$ cat src/rtl/sr_register_bank_if.sv
// Bus bundle for sr_register_bank: enable, set/reset requests and channel state.
// conflict_cnt exists only when SR_CONFLICT_CNT_EN is defined.
interface sr_register_bank_if #(
  parameter int unsigned WIDTH = 8,
  parameter int unsigned CNT_W = 8
);
  logic             en;
  logic [WIDTH-1:0] s;
  logic [WIDTH-1:0] r;
  logic [WIDTH-1:0] q;
  logic [WIDTH-1:0] qn;
  logic [WIDTH-1:0] changed;
  logic             conflict;
`ifdef SR_CONFLICT_CNT_EN
  logic [CNT_W-1:0] conflict_cnt;

  modport master (
    output en, s, r,
    input  q, qn, changed, conflict, conflict_cnt
  );

  modport slave (
    input  en, s, r,
    output q, qn, changed, conflict, conflict_cnt
  );
`else
  modport master (
    output en, s, r,
    input  q, qn, changed, conflict
  );

  modport slave (
    input  en, s, r,
    output q, qn, changed, conflict
  );
`endif
endinterface

$ cat src/rtl/sr_register_bank.sv
// Bank of WIDTH independent registered SR channels with selectable S=R=1 resolution.
// Define SR_CONFLICT_CNT_EN to add the saturating conflict_cnt counter.
module sr_register_bank #(
  parameter int unsigned      WIDTH = 8,
  parameter int unsigned      MODE  = 0,
  parameter logic [WIDTH-1:0] INIT  = {WIDTH{1'b0}},
  parameter int unsigned      CNT_W = 8
) (
  input logic               clk,
  input logic               rst,
  sr_register_bank_if.slave bus
);

  // Out-of-range MODE values fall back to hold.
  localparam int unsigned MODE_EFF = (MODE > 3) ? 0 : MODE;

  generate
    if (WIDTH < 1 || WIDTH > 64 || CNT_W < 1) begin : g_bad_param
      $error("sr_register_bank: WIDTH must be 1..64 and CNT_W at least 1");
    end
  endgenerate

  function automatic logic resolve(input logic q, input logic s, input logic r);
    logic n;
    n = q;
    case ({s, r})
      2'b10:   n = 1'b1;
      2'b01:   n = 1'b0;
      2'b11: begin
        case (MODE_EFF)
          1:       n = 1'b1;
          2:       n = 1'b0;
          3:       n = ~q;
          default: n = q;
        endcase
      end
      default: n = q;
    endcase
    return n;
  endfunction

  logic [WIDTH-1:0] q_q;
  logic [WIDTH-1:0] q_d;
  logic [WIDTH-1:0] changed_q;
  logic             conflict_q;
  logic             any_conflict;

  genvar gi;
  generate
    for (gi = 0; gi < WIDTH; gi++) begin : g_chan
      assign q_d[gi] = resolve(q_q[gi], bus.s[gi], bus.r[gi]);
    end
  endgenerate

  assign any_conflict = |(bus.s & bus.r);

  // Pulses are cleared on disabled edges so they never outlive one cycle.
  always_ff @(posedge clk) begin
    if (rst) begin
      q_q        <= INIT;
      changed_q  <= '0;
      conflict_q <= 1'b0;
    end else if (bus.en) begin
      q_q        <= q_d;
      changed_q  <= q_d ^ q_q;
      conflict_q <= any_conflict;
    end else begin
      changed_q  <= '0;
      conflict_q <= 1'b0;
    end
  end

  assign bus.q        = q_q;
  assign bus.qn       = ~q_q;
  assign bus.changed  = changed_q;
  assign bus.conflict = conflict_q;

`ifdef SR_CONFLICT_CNT_EN
  logic [CNT_W-1:0] cnt_q;
  logic [CNT_W-1:0] cnt_d;

  // One step per conflicting enabled edge, sticking at all-ones.
  always_comb begin
    cnt_d = cnt_q;
    if (bus.en && any_conflict && (cnt_q != {CNT_W{1'b1}})) begin
      cnt_d = cnt_q + 1'b1;
    end
  end

  always_ff @(posedge clk) begin
    if (rst) begin
      cnt_q <= '0;
    end else begin
      cnt_q <= cnt_d;
    end
  end

  assign bus.conflict_cnt = cnt_q;
`endif

endmodule

$ cat src/flat_wrapper.sv
// flat-port wrapper written by rule: the top's interface ports become plain ports
module sr_register_bank_flat 
#(
  parameter int unsigned      WIDTH = 8,
  parameter int unsigned      MODE  = 0,
  parameter logic [WIDTH-1:0] INIT  = {WIDTH{1'b0}},
  parameter int unsigned      CNT_W = 8
)
  (clk, rst, bus_en, bus_s, bus_r, bus_q, bus_qn, bus_changed, bus_conflict);
  sr_register_bank_if #(.WIDTH(WIDTH), .CNT_W(CNT_W)) bus_i ();
  input logic clk;
  input logic rst;
  input wire logic [$bits(bus_i.en)-1:0] bus_en;
  input wire logic [$bits(bus_i.s)-1:0] bus_s;
  input wire logic [$bits(bus_i.r)-1:0] bus_r;
  output wire logic [$bits(bus_i.q)-1:0] bus_q;
  output wire logic [$bits(bus_i.qn)-1:0] bus_qn;
  output wire logic [$bits(bus_i.changed)-1:0] bus_changed;
  output wire logic [$bits(bus_i.conflict)-1:0] bus_conflict;
  assign bus_i.en = bus_en;
  assign bus_i.s = bus_s;
  assign bus_i.r = bus_r;
  assign bus_q = bus_i.q;
  assign bus_qn = bus_i.qn;
  assign bus_changed = bus_i.changed;
  assign bus_conflict = bus_i.conflict;
  sr_register_bank #(.WIDTH(WIDTH), .MODE(MODE), .INIT(INIT), .CNT_W(CNT_W)) u_core (.clk(clk), .rst(rst), .bus(bus_i));
endmodule
$ cat config.mk
export PLATFORM = sky130hd
export DESIGN_NAME = sr_register_bank_flat
export DESIGN_NICKNAME = d
export VERILOG_FILES = /design/src/rtl/sr_register_bank_if.sv /design/src/rtl/sr_register_bank.sv /design/src/flat_wrapper.sv
export SDC_FILE = /design/constraint.sdc
export NUM_CORES = 1
export LEC_CHECK = 0
export CAP_MARGIN = 25
export CORE_MARGIN = 5
export CORE_UTILIZATION = 44
export DETAILED_ROUTE_END_ITERATION = 10
export PLACE_DENSITY = 0.84
export SYNTH_ARGS = -nofsm -noshare
export SYNTH_HDL_FRONTEND = slang
export SYNTH_SLANG_ARGS = --single-unit
$ cat constraint.sdc
create_clock -name clk -period 1.8 [get_ports clk]
set_input_delay 0.45 -clock clk [delete_from_list [all_inputs] [get_ports clk]]
set_output_delay 0.45 -clock clk [all_outputs]
set_load 0.01 [all_outputs]
; ---- Yosys cells after proc, flatten, opt, wreduce, memory -nomap -nowiden
; Cells that the tools add are included.
[classes]
n_mux = 8
reduce_logical = 2
n_bitwise = 4
eq_ne = 16
[op_table]
columns = operator, n
row1 = 2-bit by 1-bit == test with 1-bit output (second input constant), 8
row2 = 2-bit == test (second input constant), 8
row3 = 1-bit one-hot mux with 2 select lines, 8
row4 = 8-bit AND, 1
row5 = 8-bit NOT, 1
row6 = 8-bit OR reduction, 1
row7 = 8-bit bitwise XOR, 1
row8 = 2-bit OR reduction, 1
row9 = 1-bit NOT, 1
[totals]
output_inout_bits = 25
elab_cells = 33
input_bits = 19
ff_bits = 17

; ---- Depth between registers and ports, before layout
; Gate-level depths: netlist (run 1).
[logic_depth]
ltp_word = 3
ltp_mapped = 5
mapped_depth_nobuf = 5

; ---- Least setup slack after synthesis (run 1)
; Ideal clock, no wire load.
[synth_path]
kind = input to register
startpoint = input bus_r[0]
endpoint = register u_core.q_q[0], in the netlist u_core.bus.q[0]
arrival_time_ns = 1.178
setup_slack_ns = 0.508
stages = 5
setup_time_ns = 0.114
n_path_buf = 0
required_ns = 1.686
path_cell_list = inv_1 > ha_1 > and2b_1 > mux2i_1 > nor2_1
[synth_between]
elab_chain_cells = 2
word_cells_on_any_way = 3
classes_between = 2 x eq/ne / 1 x mux
[synth_lines]
columns = item, line
row1 = from (decl), flat_wrapper.sv:15  ; input wire logic [$bits(bus_i.r)-1:0] bus_r;
row2 = 2-bit by 1-bit == test with 1-bit output or 2-bit == test (tied branches), sr_register_bank.sv:26  ; case ({s, r})
row3 = 1-bit one-hot mux with 2 select lines *, sr_register_bank.sv:26
row4 = to (signal assigned), sr_register_bank.sv:64  ; q_q <= q_d;
row5 = to (decl), sr_register_bank.sv:42  ; logic [WIDTH-1:0] q_q;
; Every way passes the cells marked *; elsewhere a longest branch is shown, timed or not.
; A chain may end at the register's enable or synchronous reset.

; ---- Worst setup path after layout (run 1)
[layout_path]
startpoint = register u_core.q_q[7], in the netlist u_core.bus.q[7]
endpoint = output bus_q[7]
[layout_lines]
columns = item, line
row1 = to (decl), flat_wrapper.sv:16  ; output wire logic [$bits(bus_i.q)-1:0] bus_q;
; No word-level cell between the ends.

==> run summary, run 1 <==
Max-slew headroom - 81.90%
Vias in the first global route - 815
Worst slew pin tran - 269.0 ps
Dpl hpwl - 1.891 mm
Max Cap Violations - 0
Pin count of the biggest net entering global routing - 10
Wirelength per Cell - 11.96 µm
Worst hold path class - flop to flop
Worst Path Required - 1350 ps
Post-route DRC - 0
Layout cells sized above 1 - 17.53%
Die area - 3256 µm²
Clock Path Buffers - 2
Final min period - 1716 ps
Pwr Total - 0.8273 mW
Worst Hold End - u_core.bus.q[1]
Clk_skew - 7.921 ps
Synthesized area per cell - 10.26 µm²
Root buffer cell - clkbuf_4
Via Count - 807
CTS tree - yes
Fmax - 582.7 MHz
First-pass GRT wire length - 3.594 mm
I/O Buffers - 43
Register area - 341.6 µm²
Crit path capture type - primary output
Synth Cell Area - 974.7 µm²
Htree depth - 1
Final wirelength - 2.176 mm
Critical Path Fanout Max - 4
Die Wd - 57.07 µm
Detailed-router iteration count before antenna repair - 3
RSZ-0062 raised after global routing - false
Most frequent cells in the layout - clkdlybuf4s50_1, inv_1, ha_1, dfxtp_1, buf_4
Synth warnings - 0
Critical path type - flop to primary output
Reg-to-reg setup timing slack - 1080 ps
R2r startpoint - u_core.bus.q[4]
Met3 usage - 5.882%
Syn Nets - 130
Fillers - 179
Fin crit share - 95.33%
Pwr dens - 533.7 nW/µm²
Num CTS Buffers - 3
Max Transition Viols Final - 0
Distinct cells, synth - 12
Sequential element share of the synthesized area - 34.92%
Status - completed
Initial Util - 44.93%
Num ports - 44
Seq cells post-synth - 17
Grt met2 use - 25.94%
Initial antenna violation count - 0
DRT iter0 DRCs - 5
Worst reg2reg path endpoint - u_core.bus.changed[4]
Die Y - 57.07 µm
Worst path bufs/invs - 1
CP Launch Type - flop
Slowest stage delay, CP - 570 ps
Antenna diodes - 0
Hold Violations, Final - 0
Clk pin slew, worst setup/hold paths - 90 ps
CP cell instances - clkdlybuf4s50_1
P&R area growth vs syn - 59.05%
RePlAce Congestion - 0.7039
Most common cell after layout, fill and taps aside - clkdlybuf4s50_1
Worst skew pair latency - 290 ps
LEAKAGE - 0.6730 nW
Final ANT Viol Nets - 0
Top Usage Layer GRT - met2
Worst EP arrival - 1270 ps
Slowest library cell on the worst path - clkdlybuf4s50_1
Crit path max-delay family - buffers and inverters
Via density - 4.434
Core Util, Final - 71.45%
Row count - 17
Max VDD drop - 0.5377 mV
Core ar. - 2170 µm²
Hold path startpoint - u_core.bus.q[1]
Setup TNS - 0 ps
Met1 track demand over resource - 15.36%
Cells after synthesis - 95
Gr ovfl total - 0
Multi-input logic area - 551.8 µm²
CTS Hold Bufs - 0
Final setup viols - 0
Total GRT Usage - 14.24%
Fin nets - 190
R2R cell count - 2
Clk sink count - 17
WHS Path Cells - 2
layer usage:
layer	part of all wire (%)	routed length (µm)	vias up
met5	0	0	-
met3	7.4	162	2
met2	52	1137	26
met4	0.87	19	0
li1	-	-	416
met1	39	856	363
final cells by class:
| cell class | count | share of cell area (%) |
|---|---|---|
| well taps | 28 | 2.260 |
| multi-input cells | 60 | 35.59 |
| inverters | 16 | 3.874 |
| clock buffers | 4 | 1.695 |
| repair buffers | 57 | 34.54 |
| flip-flops and latches | 17 | 22.03 |
registers in the layout, summed over array words and instances (netlist names):
name                 flops
u_core.bus.changed       8
u_core.bus.q             8
u_core.bus.conflict      1
synth_stat cells:
master | count | area share [%]
dfxtp_1 | 17 | 35
ha_1 | 16 | 21
inv_1 | 16 | 6.2
and2b_1 | 8 | 6.2
mux2i_1 | 8 | 8.2
nor2_1 | 8 | 3.1
nor3_2 | 8 | 8.2
xnor2_1 | 8 | 7.2
buf_6 | 2 | 2.3
nor4_1 | 2 | 1.3
a21oi_1 | 1 | 0.51
nand2b_4 | 1 | 1.4
cells by family (layout without fill, tap and decap cells):
logic type | after synthesis | after routing | share of synthesized area [%]
AO/OA/AOI/OAI | 1 | 1 | 0.5130
XOR/XNOR | 8 | 8 | 7.189
adder cells (fa/ha/maj) | 16 | 16 | 20.54
buffers and inverters | 18 | 77 | 8.472
flip-flops | 17 | 17 | 34.92
multiplexers | 8 | 8 | 8.216
AND/OR/NAND/NOR | 27 | 27 | 20.15
report_power, final:
part,switching [mW],leakage (nW),internal (mW),total [mW]
sequential,0.00928,0.139,0.389,0.398
clock,0.109,0.0150,0.0861,0.196
combinational,0.0896,0.519,0.144,0.234
timing repair:
| action | CTS | global route |
|---|---|---|
| setup buffers | 0 | 0 |
| resized for setup | 0 | 1 |
| setup endpoints to repair | 0 | 1 |
worst max-delay path by stage:
| stage | depth (start not counted) | endpoint | start |
|---|---|---|---|
| floorplan | 5 | u_core.bus.q[0] | bus_r[0] |
| global placement | 6 | u_core.bus.q[1] | bus_r[1] |
| detailed placement | 6 | u_core.bus.q[6] | bus_r[6] |
| CTS | 1 | bus_q[1] | u_core.bus.q[1] |
| global route | 1 | bus_q[7] | u_core.bus.q[7] |
| finish | 1 | bus_q[7] | u_core.bus.q[7] |
stage by stage:
stage          hold slack, ps  setup slack [ps]  cells  area [µm²]
5_1_grt                 581.9             7.585    182        1550
2_1_floorplan           563.1             507.9     95       974.7
3_3_place_gp            546.3            -18.72    178        1523
6_report                556.8             83.99    182        1550
3_5_place_dp            556.3            -80.67    178        1523
4_1_cts                 568.5             69.63    182        1549
Note: power is estimated with default switching activity, not from simulation.
==> inputs of run 2 (changes only) <==
GPL_ROUTABILITY_DRIVEN = 0   (was not set)
==> results of run 2 <==
Final layout, timing and power as in run 1 (identical DEF).
